[config.mk]
export PLATFORM = sky130hd
export DESIGN_NAME = seg_scan_ctrl
export DESIGN_NICKNAME = d
export VERILOG_FILES = /design/src/rtl/seg_scan_ctrl.sv
export SDC_FILE = /design/constraint.sdc
export NUM_CORES = 1
export LEC_CHECK = 0
export ABC_AREA = 1
export CORE_MARGIN = 1
export CORE_UTILIZATION = 35
export CTS_BUF_LIST = sky130_fd_sc_hd__clkbuf_4 sky130_fd_sc_hd__clkbuf_8 sky130_fd_sc_hd__clkbuf_16
export DETAILED_ROUTE_END_ITERATION = 6
export HOLD_SLACK_MARGIN = 0.15
export PLACE_DENSITY = 0.55
export SYNTH_ARGS = -nofsm -noshare
export SYNTH_HDL_FRONTEND = slang
export SYNTH_SLANG_ARGS = --single-unit
export TNS_END_PERCENT = 100
[constraint.sdc]
create_clock -name clk -period 1.6 [get_ports clk]
set_clock_uncertainty 0.2 [all_clocks]
set_input_delay 0.4 -clock clk [delete_from_list [all_inputs] [get_ports clk]]
set_output_delay 0.4 -clock clk [all_outputs]
set_load 0.005 [all_outputs]
[src/rtl/seg_scan_ctrl.sv]
// -----------------------------------------------------------------------------
// seg_scan_ctrl
//
// Purpose:
//   Time-multiplexed scan controller for a two-digit 7-segment display.
//   The controller alternates between digit 0 (msb) and digit 1 (lsb). Each
//   digit is lit for DIV_MAX+1 cycles. An optional blanking gap of BLANK_CYC
//   cycles can follow each digit to suppress ghosting. Both segment patterns
//   are snapshotted at the start of every frame, so a frame never shows a
//   mix of old and new data.
//
// Configuration macro:
//   SEG_SCAN_BLANK_EN - when defined, the GAP0/GAP1 blanking states are part
//                       of the scan order (SHOW0 -> GAP0 -> SHOW1 -> GAP1).
//                       When undefined, the order is SHOW0 -> SHOW1 and
//                       BLANK_CYC has no effect.
//
// Parameters:
//   DIV_W      width of the dwell counter
//   DIV_MAX    dwell terminal count (1 .. 2^DIV_W-1)
//   BLANK_CYC  blanking gap length in cycles (1 .. 2^DIV_W)
//
// Ports:
//   clk        in   1  clock, all state changes on the rising edge
//   rst_n      in   1  asynchronous active-low reset
//   en         in   1  scan enable (level); 0 returns to IDLE on the next edge
//   msb_7      in   7  segment pattern for digit 0
//   lsb_7      in   7  segment pattern for digit 1
//   dec        out  1  downstream mux select: 0 = msb, 1 = lsb
//   seg_7      out  7  registered segment pattern, active-high
//   an         out  2  digit enables, active-high (an[0] = digit 0)
//   frame_tick out  1  one-cycle pulse in the first cycle of each new frame
// -----------------------------------------------------------------------------
module seg_scan_ctrl #(
  parameter int DIV_W     = 16,
  parameter int DIV_MAX   = 49999,
  parameter int BLANK_CYC = 8
) (
  input  logic       clk,
  input  logic       rst_n,
  input  logic       en,
  input  logic [6:0] msb_7,
  input  logic [6:0] lsb_7,
  output logic       dec,
  output logic [6:0] seg_7,
  output logic [1:0] an,
  output logic       frame_tick
);

  typedef enum logic [2:0] {
    IDLE  = 3'd0,
    SHOW0 = 3'd1,
    GAP0  = 3'd2,
    SHOW1 = 3'd3,
    GAP1  = 3'd4
  } state_t;

  // Terminal values are cast once so the comparisons are width-matched.
  localparam logic [DIV_W-1:0] SHOW_LAST = DIV_W'(DIV_MAX);
  localparam logic [DIV_W-1:0] GAP_LAST  = DIV_W'(BLANK_CYC - 1);

  state_t           r_state;
  state_t           w_state_next;
  logic [DIV_W-1:0] r_cnt;
  logic [DIV_W-1:0] w_cnt_next;
  logic [6:0]       r_snap_msb;
  logic [6:0]       r_snap_lsb;
  logic [6:0]       w_snap_msb_next;
  logic [6:0]       w_snap_lsb_next;
  logic             r_dec;
  logic             w_dec_next;
  logic [6:0]       r_seg;
  logic [6:0]       w_seg_next;
  logic [1:0]       r_an;
  logic [1:0]       w_an_next;
  logic             r_tick;
  logic             w_tick_next;
  logic             w_show_done;
  logic             w_gap_done;

  assign w_show_done = (r_cnt == SHOW_LAST);
  assign w_gap_done  = (r_cnt == GAP_LAST);

  // ---------------------------------------------------------------------------
  // Next-state, counter and snapshot logic.
  // ---------------------------------------------------------------------------
  always_comb begin
    w_state_next    = r_state;
    w_cnt_next      = r_cnt + DIV_W'(1);
    w_snap_msb_next = r_snap_msb;
    w_snap_lsb_next = r_snap_lsb;
    w_tick_next     = 1'b0;

    if (!en) begin
      // Disable wins over any terminal count reached in the same cycle.
      w_state_next = IDLE;
      w_cnt_next   = '0;
    end else begin
      case (r_state)
        IDLE: begin
          // First frame after IDLE deliberately produces no frame_tick.
          w_state_next    = SHOW0;
          w_cnt_next      = '0;
          w_snap_msb_next = msb_7;
          w_snap_lsb_next = lsb_7;
        end
        SHOW0: begin
          if (w_show_done) begin
`ifdef SEG_SCAN_BLANK_EN
            w_state_next = GAP0;
`else
            w_state_next = SHOW1;
`endif
            w_cnt_next = '0;
          end
        end
        SHOW1: begin
          if (w_show_done) begin
`ifdef SEG_SCAN_BLANK_EN
            w_state_next = GAP1;
`else
            w_state_next    = SHOW0;
            w_snap_msb_next = msb_7;
            w_snap_lsb_next = lsb_7;
            w_tick_next     = 1'b1;
`endif
            w_cnt_next = '0;
          end
        end
        // Without blanking the GAP states are never entered from a legal
        // state; the shared handling below only matters with blanking on.
        GAP0: begin
          if (w_gap_done) begin
            w_state_next = SHOW1;
            w_cnt_next   = '0;
          end
        end
        GAP1: begin
          if (w_gap_done) begin
            w_state_next    = SHOW0;
            w_cnt_next      = '0;
            w_snap_msb_next = msb_7;
            w_snap_lsb_next = lsb_7;
            w_tick_next     = 1'b1;
          end
        end
        default: begin
          w_state_next = IDLE;
          w_cnt_next   = '0;
        end
      endcase
    end
  end

  // ---------------------------------------------------------------------------
  // Output decode from the *next* state, so the registered outputs change on
  // the same edge as the state register and always describe the current state.
  // Segment data comes from the next snapshot value so the first SHOW0 cycle
  // of a frame already shows the freshly captured pattern.
  // ---------------------------------------------------------------------------
  always_comb begin
    w_an_next  = 2'b00;
    w_seg_next = 7'h00;
    w_dec_next = r_dec;

    case (w_state_next)
      IDLE: begin
        w_dec_next = 1'b0;
      end
      SHOW0: begin
        w_an_next  = 2'b01;
        w_seg_next = w_snap_msb_next;
        w_dec_next = 1'b0;
      end
      SHOW1: begin
        w_an_next  = 2'b10;
        w_seg_next = w_snap_lsb_next;
        w_dec_next = 1'b1;
      end
      GAP0, GAP1: begin
        // Blank display, mux select left where it was.
        w_an_next  = 2'b00;
        w_seg_next = 7'h00;
      end
      default: begin
        w_dec_next = 1'b0;
      end
    endcase
  end

  // ---------------------------------------------------------------------------
  // State and output registers.
  // ---------------------------------------------------------------------------
  always_ff @(posedge clk or negedge rst_n) begin
    if (!rst_n) begin
      r_state    <= IDLE;
      r_cnt      <= '0;
      r_snap_msb <= 7'h00;
      r_snap_lsb <= 7'h00;
      r_dec      <= 1'b0;
      r_seg      <= 7'h00;
      r_an       <= 2'b00;
      r_tick     <= 1'b0;
    end else begin
      r_state    <= w_state_next;
      r_cnt      <= w_cnt_next;
      r_snap_msb <= w_snap_msb_next;
      r_snap_lsb <= w_snap_lsb_next;
      r_dec      <= w_dec_next;
      r_seg      <= w_seg_next;
      r_an       <= w_an_next;
      r_tick     <= w_tick_next;
    end
  end

  assign dec        = r_dec;
  assign seg_7      = r_seg;
  assign an         = r_an;
  assign frame_tick = r_tick;

endmodule
# == After elaboration in Yosys (flattened, before gate mapping) ==
# Cells that the tools add are included.
# totals
register_bits,44
latch_bits,0
mem_bits_rw,0
romBits,0
out_inout_bits,11
wordCells,48
n_memories,0
# classes
add_sub_neg,1
mul,0
div,0
magnitude_cmp,0
eq_ne,10
n_shift,0
muxes,25
bitwise,0
n_reduce_logical,4
# op_table
cell,n
two-way mux 16 bit,3
two-way mux 7 bit,6
one-hot mux 7 bit (3 select lines),2
one-hot mux 16 bit (2 select lines),1
adder 16 x 1 -> 16 bit (second input constant),1
equality test 16 bit (second input constant),1
equality test 16 x 3 -> 1 bit (second input constant),1
two-way mux 3 bit,5
one-hot mux 3 bit (5 select lines),1
one-hot mux 7 bit (2 select lines),1
equality test 3 x 2 -> 1 bit (second input constant),4
equality test 3 x 1 -> 1 bit (second input constant),2
equality test 3 bit (second input constant),2
OR reduction 2 bit,3
one-hot mux 1 bit (2 select lines),2
one-hot mux 2 bit (2 select lines),1
logical NOT 3 bit,1
two-way mux 1 bit,3

# == Depth between registers and ports, before layout ==
# Gate-level depths: netlist (run 1).
# logic_depth
depth_word,7
mapped_depth,13
depth_no_buf,13

# == Worst setup path after synthesis (run 1) ==
# Ideal clock, no wire load.
# synth_path
path_kind,register to register
from,reg r_cnt[0]
to,reg r_seg[0] (netlist: seg_7[0])
setup_time_ps,117
arrival_ps,1434
t_required_ps,1283
path_slack_ps,-151
stages_incl_launch_ff,14
path_cell_list,dfrtp_1 > ha_1 > nand2_1 > inv_1 > nand2_1 > nor2_2 > nand2_2 > a21oi_2 > nand2_2 > buf_6 > nand2_1 > nand2_2 > nand2_1 > nand2_1
# synth_rtl
element,line_no,source
from (decl),64,logic [DIV_W-1:0] r_cnt;
from (signal assigned),206,r_cnt <= w_cnt_next;
equality test 16 x 3 -> 1 bit / equality test 16 bit (equally long branches),"82, 81",
two-way mux 7 bit (on tied branches),"139, 118",
one-hot mux 7 bit (3 select lines) *,99,case (r_state)
two-way mux 7 bit *,94,if (!en) begin
via w_snap_lsb_next[0],69,logic [6:0] w_snap_lsb_next;
one-hot mux 7 bit (2 select lines) *,166,case (w_state_next)
via w_seg_next[0],73,logic [6:0] w_seg_next;
to (signal assigned),210,r_seg <= w_seg_next;
to (decl),72,logic [6:0] r_seg;
# Mark *: on every way through the listed nets, which the timed path passes. The rest lies on a longest branch.
# A chain may end at the register's enable or synchronous reset.

# == Worst setup path in the final report (run 1) ==
# layout_path
from,reg r_cnt[0]
to,reg r_seg[4] (netlist: seg_7[4])
# layout_rtl
element,line_no,source
equality test 16 x 3 -> 1 bit / equality test 16 bit (equally long branches),"82, 81",
two-way mux 7 bit (on tied branches),"139, 118",
one-hot mux 7 bit (3 select lines) *,99,
two-way mux 7 bit *,94,
via w_snap_msb_next[4],68,logic [6:0] w_snap_msb_next;
one-hot mux 7 bit (2 select lines) *,166,
via w_seg_next[4],73,
# Marks and branches as above.

==> results of run 1 <==
final timing paths:
check	slack (ns)	end	cells after the start	start
max reg2reg	-0.34	seg_7[4]$_DFF_PN0_	12	r_cnt[0]$_DFF_PN0_
min	0.27	r_snap_lsb[0]$_DFF_PN0_	2	r_snap_lsb[0]$_DFF_PN0_
max	-0.34	seg_7[4]$_DFF_PN0_	12	r_cnt[0]$_DFF_PN0_
min reg2reg	0.27	r_snap_lsb[0]$_DFF_PN0_	2	r_snap_lsb[0]$_DFF_PN0_
min in group asynchronous	0.41	r_cnt[12]$_DFF_PN0_	3	rst_n
max in group asynchronous	0.56	seg_7[5]$_DFF_PN0_	3	rst_n
state kept, by name, indices dropped and copies added, names as in the netlist:
name	count
r_snap_lsb	7
dec	1
frame_tick	1
seg_7	7
r_state	3
r_cnt	16
r_snap_msb	7
an	2
tightest hold or removal path: cells and delay by family, from the launching register on:
family / cells / cell delay [ns]
AND/OR/NAND/NOR: 2 / 0.12
flip-flops: 1 / 0.33
final cells by class:
type,count,area [um^2]
Clock buffer,5,68.8
Tap cell,75,93.8
Multi-Input combinational cell,204,1310
Clock inverter,2,60.1
Timing Repair Buffer,88,805
Inverter,45,181
Fill cell,543,2440
Sequential cell,44,1100
metrics by stage:
stage	hold slack, ns	utilization
4_1_cts	0.274	0.552
6_report	0.270	0.597
3_5_place_dp	0.202	0.493
3_3_place_gp	0.196	0.493
2_1_floorplan	-0.0956	-
5_1_grt	0.287	0.597
layer usage:
metal,wire length [um],vias to the layer above,part of all wire
li1,-,1091,-
met1,2780,993,0.47
met2,2880,24,0.49
met3,153,4,0.026
met4,47,0,0.0080
met5,0,-,0
kinds of logic (layout without fill, tap and decap cells):
logic type                 after synthesis  in the layout  synth area share
xor gates and xnor gates                 5              5            0.0195
adders and majority gates                1              1           0.00558
and+or+nand+nor                        185            186             0.363
buffers and inverters                   49            140            0.0898
AOI/OAI and AO/OA                       12             12            0.0318
DFF                                     44             44             0.491
layout by cell type, fill, tap and decap left out, drive strengths merged:
cell | netlist | final
nor3b | 1 | 1
dlygate4sd3 | 0 | 1
a31oi | 1 | 1
nor3 | 12 | 12
xor2 | 5 | 5
clkdlybuf4s50 | 0 | 15
clkbuf | 0 | 6
a211oi | 1 | 1
nor4 | 1 | 1
nand4 | 5 | 5
dfrtp | 44 | 44
ha | 1 | 1
buf | 4 | 60
dlygate4sd2 | 0 | 11
inv | 44 | 45
a21oi | 6 | 6
nand2 | 102 | 103
nor2 | 50 | 50
nand3 | 14 | 14
o21ai | 4 | 4
bufinv | 0 | 2
report_power, final:
part	leakage [nW]	switching (mW)	total (mW)	internal (mW)
logic	1.20	0.185	0.344	0.159
registers	0.591	0.0281	1.20	1.18
clock network	0.0642	0.374	0.988	0.615
timing repair:
action / CTS / global route
hold buffers: 1 / 0
hold endpoints to repair: 44 / 0
gates cloned: 2 / 0
resized for setup: 56 / 62
endpoints found under the setup margin: 53 / 44
pin swaps: 9 / 27
buffers inserted: 3 / 8
==> results by group, run 1 <==
Synth
  • Area contributors post-synth: dfrtp_1, nand2_1, nor2_1
  • Ys Warns: 0
  • Post-synth top area share: 0.491
  • Post-Syn Nets: between 300 and 400
  • Area of the mapped netlist: 2240 um^2
  • Netlist cell types: 25
  • Commonest cells post-synth: nand2_1, nor2_1, dfrtp_1
  • Post-synthesis sequential area ratio: 0.491
  • Post-synthesis instance total: 296
  • Ys flop type: dfrtp_1
  • EDFF count, synth: 0
  • Post-synthesis async set-or-reset flop share: 1.00
  • Most frequent cell after synthesis: nand2_1
  • Syn_area_per_cell: 7.58 um^2
  • Post-synthesis register bit count: 44
  • Synth area leader: dfrtp_1

STA
  • Slew Limit Fails: 0
  • Total negative slack: -9.12 ns
  • RSZ-0062 raised after global routing: true
  • Setup WS post-layout: -0.341 ns
  • Final hold vios: 0
  • Measured slew at the worst slew-check pin: 0.251 ns
  • Final Setup Violations: 43
  • Clock period minus worst slack: between 1.5 and 2 ns
  • Max Clk Rate: just over 500 MHz
  • Slew Limit Headroom: 0.833
  • Final period util: 1.21

Floorplan
  • Row cnt: 28
  • Die width: 82.1 um
  • I/O pins: 28
  • Die area: 6730 um^2
  • Die height: 82.1 um
  • Core region area: 6060 um^2
  • Effective utilization at floorplan: 0.370

Place
  • Placed insts: 443
  • Gpl congestion: 0.845
  • DP HPWL: 3.72 mm
  • Place WS: -0.410 ns
  • Buffers added on ports: 27
  • Post-DP Area: 2990 um^2

GRT
  • Top Usage Layer GRT: met2
  • Met3 GRT Util: 0.0311
  • First-pass GRT wire length: 9.45 mm
  • M2 GR Usage: 0.314
  • Initial antenna violation count: 0
  • Grt ovf: 0
  • Largest net degree at the start of global routing: 45
  • Global routing met1 resource utilization: 0.255
  • Gr usage total: 0.186
  • Vias in the first global route: between 2000 and 2500

Pwr
  • Post-layout power: 2.54 mW
  • Leak Pwr: approximately 1.9 nW
  • Power Density: 702 nW/um^2
  • Max VDD drop: between 0.4 and 0.5 mV

CTS
  • Clock Root Buffer: clkbuf_8
  • CTS clk-pin slew, worst paths: 0.09 ns
  • Clock latency on the worst-skew pair: 0.29 ns
  • H-tree Lvls: 2
  • CTS tree: yes
  • Clock Path Buffers: 2
  • TritonCTS Sinks: 44
  • TritonCTS Buffers: 5

Critical path
  • Critical path type: flip-flop to flip-flop
  • Worst setup EP type: flip-flop
  • Crit path max-delay cell type: dfrtp_1
  • CP top delay family: simple AND/OR/NAND/NOR gates
  • Worst path max stage delay: 0.43 ns
  • Critical path arrival: between 1.5 and 2 ns
  • Type of origin of the critical path: flip-flop
  • Crit-path cells: ha_4, nand2_4, inv_4, nand2_4, nor2_4, nand2_4, a21oi_4, nand2_4, nand2_2, nand2_2, nand2_1, nand2_1
  • Req. time, crit path: about 1.6 ns
  • CP bufs+invs: 1
  • Max FO, Critical Path: 7
  • CP dominant cell by count: nand2_4

Detailed routing
  • Final wirelength: 5.86 mm
  • Via density: between 4 and 5
  • Antenna-violating nets left: 0
  • Detailed Routing Iterations Pass 1: 4
  • Initial DRC Count: 58
  • Vias: 2112
  • DRC: 0
  • WL per Instance: 12.7 um

Layout
  • Layout cell share with drive strength beyond 1: 0.433
  • Diode count: 0
  • Fin nets: 406
  • Area delta synth->final: 61.2%
  • Post-route cell area: 3620 um^2
  • Non-Filler Instances: 463

Status
  • Status: complete, but fails checks
  • Failing checks: negative setup slack

Worst hold path
  • HP Class: flip-flop to flip-flop

Run
  • Max-Cap Viols: 0
Note: power is estimated with default switching activity, not from simulation.
==> run 2, diff against run 1 <==
--- a/config.mk
+++ b/config.mk
@@ -11,7 +11,7 @@
 export CTS_BUF_LIST = sky130_fd_sc_hd__clkbuf_4 sky130_fd_sc_hd__clkbuf_8 sky130_fd_sc_hd__clkbuf_16
 export DETAILED_ROUTE_END_ITERATION = 6
 export HOLD_SLACK_MARGIN = 0.15
-export PLACE_DENSITY = 0.55
+export PLACE_DENSITY = 0.61
 export SYNTH_ARGS = -nofsm -noshare
 export SYNTH_HDL_FRONTEND = slang
 export SYNTH_SLANG_ARGS = --single-unit
==> run 2 against run 1 <==
  * Sequential cell count did not move
  * Worst hold slack barely moved
  * Wire length rose by 0.31%
  * Sequential power barely moved
  * Global-route usage rose by 0.41 points
  * Fmax rose by 1.9%
  * The run still ends with negative setup slack left
  * Final cell count did not move
  * Sequential share of layout area rose by 0.73 points
  * Clock power fell by 8.9%
  * Register-to-register slack improved by 0.04 ns
  * Largest power group unchanged
  * Design area fell by 2.4%
  * Critical path depth did not move
==> results by group, run 2 (synthesis results as in run 1) <==
Status
  • Status: complete, but fails checks
  • Failing checks: negative setup slack

Layout
  • Most frequent cells in the layout: nand2_1, buf_4, dfrtp_1
  • Fin nets: 405
  • Post-route cell area: 3530 um^2
  • Multi-input gate area in the final layout: 1230 um^2
  • Most common cell after layout, fill and taps aside: nand2_1
  • Area delta synth->final: 57.4%
  • Biggest register: r_cnt
  • Largest register FFs: 16
  • # fillers: 544
  • Diode count: 0
  • Layout cell share with drive strength beyond 1: 0.405
  • Register area: 1100 um^2
  • Non-Filler Instances: 463

Pwr
  • Flop pwr share: 0.491
  • Leak Pwr: 1.82 nW
  • Max VDD drop: 0.433 mV
  • Power Density: 695 nW/um^2
  • Sw Share: 0.246
  • Combinational power share: 0.142
  • Clock network power share: 0.367
  • Sw Pwr: 0.603 mW
  • Internal power: 1.85 mW

Detailed routing
  • Total met2 wirelength after detailed routing: 3.05 mm
  • Initial DRC Count: 100
  • DRC: 0
  • WL per Instance: about 13 um
  • Met3 Wirelength: 209 um
  • Vias: ~2200
  • DR top layer: met4
  • Post-Route M1 WL: roughly 2.5 mm
  • Via density: 4.67
  • Detailed Routing Iterations Pass 1: 4
  • Antenna-violating nets left: 0
  • Final wirelength: a little under 6 mm

Critical path
  • Type of origin of the critical path: flip-flop
  • Critical path arrival: 1.89 ns
  • Crit-path cells: ha_4, nand2_2, inv_2, nand2_2, nor2_2, nand2_2, buf_4, nand2_1, nand3_2, nand2_4, buf_12, a21oi_1
  • CP bufs+invs: 3
  • Worst path max stage delay: 0.41 ns
  • CP dominant cell by count: nand2_2
  • Crit path max-delay cell type: dfrtp_1
  • Worst setup EP type: flip-flop
  • Critical path type: flip-flop to flip-flop
  • CP top delay family: simple AND/OR/NAND/NOR gates
  • Max FO, Critical Path: 8
  • Req. time, crit path: 1.58 ns

CTS
  • CTS tree: yes
  • Clock latency on the worst-skew pair: 0.30 ns
  • Clock Root Buffer: clkbuf_8
  • CTS clk-pin slew, worst paths: 0.08 ns
  • Clock Path Buffers: 2
  • TritonCTS Buffers: 5
  • H-tree Lvls: 2
  • TritonCTS Sinks: between 40 and 50

STA
  • Setup WS post-layout: -0.305 ns
  • RSZ-0062 raised after global routing: true
  • Final hold vios: 0
  • Measured slew at the worst slew-check pin: 0.377 ns
  • Clock period minus worst slack: 1.90 ns
  • Slew Limit Fails: 0
  • Final period util: 1.19
  • Max Clk Rate: 525 MHz
  • Slew Limit Headroom: 0.747
  • Final Setup Violations: 43

Place
  • Buffers added on ports: 27
  • Post-DP Area: between 2000 and 3000 um^2
  • DP HPWL: approximately 3.6 mm
  • Gpl congestion: 0.798
  • Place WS: -0.386 ns
  • Placed insts: roughly 440

GRT
  • First-pass GRT wire length: 9.42 mm
  • Vias in the first global route: 2018
  • Grt ovf: 0
  • Largest net degree at the start of global routing: 45
  • Initial antenna violation count: 0
  • Gr usage total: 0.190

Floorplan
  • Die height: 82.1 um
  • Core region area: 6060 um^2
  • Row cnt: 28
  • I/O pins: 28
  • Effective utilization at floorplan: 0.370
  • Die area: 6730 um^2
  • Die width: 82.1 um

Run
  • Max-Cap Viols: 0

Worst hold path
  • HP Class: flip-flop to flip-flop
-- run 2: cell count changes in the layout (fill, tap and decap cells not counted), sizes merged --
cell | before | now
bufinv | 2 | 1
clkinv | 0 | 1
-- run 2: layout make-up --
cell class                      instances  share of cell area
Multi-Input combinational cell        204               0.350
Clock buffer                            6              0.0234
Timing Repair Buffer                   87               0.226
Tap cell                               75              0.0266
Sequential cell                        44               0.312
Inverter                               45              0.0507
Clock inverter                          2              0.0110
-- run 2: final timing paths --
path | from | to | slack [ns] | cells after the start
hold reg to reg | r_snap_lsb[6]$_DFF_PN0_ | r_snap_lsb[6]$_DFF_PN0_ | 0.27 | 2
hold / removal | r_snap_lsb[6]$_DFF_PN0_ | r_snap_lsb[6]$_DFF_PN0_ | 0.27 | 2
max in group asynchronous | rst_n | r_cnt[3]$_DFF_PN0_ | 0.58 | 3
setup / recovery | r_cnt[0]$_DFF_PN0_ | r_cnt[14]$_DFF_PN0_ | -0.30 | 12
min in group asynchronous | rst_n | r_cnt[0]$_DFF_PN0_ | 0.40 | 3
setup reg to reg | r_cnt[0]$_DFF_PN0_ | r_cnt[14]$_DFF_PN0_ | -0.30 | 12
-- run 2: tightest hold or removal path: cells and delay by family, from the launching register on --
kind	cells	cell delay, ns
simple gates	2	0.10
flops	1	0.34
-- run 2: power groups by stage --
stage	Clock (mW)	Combinational, mW	Sequential (mW)
2_1_floorplan	0	0.149	1.22
3_3_place_gp	0	0.294	1.22
3_5_place_dp	0	0.300	1.22
4_1_cts	0.916	0.328	1.20
5_1_grt	0.977	0.390	1.21
6_report	0.900	0.349	1.20
-- run 2: repair_timing --
item,4_1_cts,5_1_grt
pin swaps,17,17
gates resized for setup,59,36
setup endpoints to repair,53,44
hold buffers,1,0
gates cloned,2,0
hold endpoints to repair,44,0
buffers inserted,7,6
-- run 2: per-layer routing --
| metal | global-route usage | vias to the layer above |
|---|---|---|
| li1 | - | 1090 |
| met1 | 0.261 | 1025 |
| met3 | 0.0367 | 6 |
| met2 | 0.302 | 42 |
| met5 | 0 | - |
| met4 | 0.0561 | 0 |
-- run 2: per-stage QoR --
stage / power [mW] / util / hold slack, ns / TNS, ns
5_1_grt: 2.58 / 0.583 / 0.294 / -13.35
3_3_place_gp: 1.52 / 0.488 / 0.192 / -8.47
2_1_floorplan: 1.37 / - / -0.0956 / -1.94
3_5_place_dp: 1.52 / 0.488 / 0.197 / -9.52
4_1_cts: 2.45 / 0.553 / 0.278 / -8.61
6_report: 2.45 / 0.583 / 0.271 / -9.23
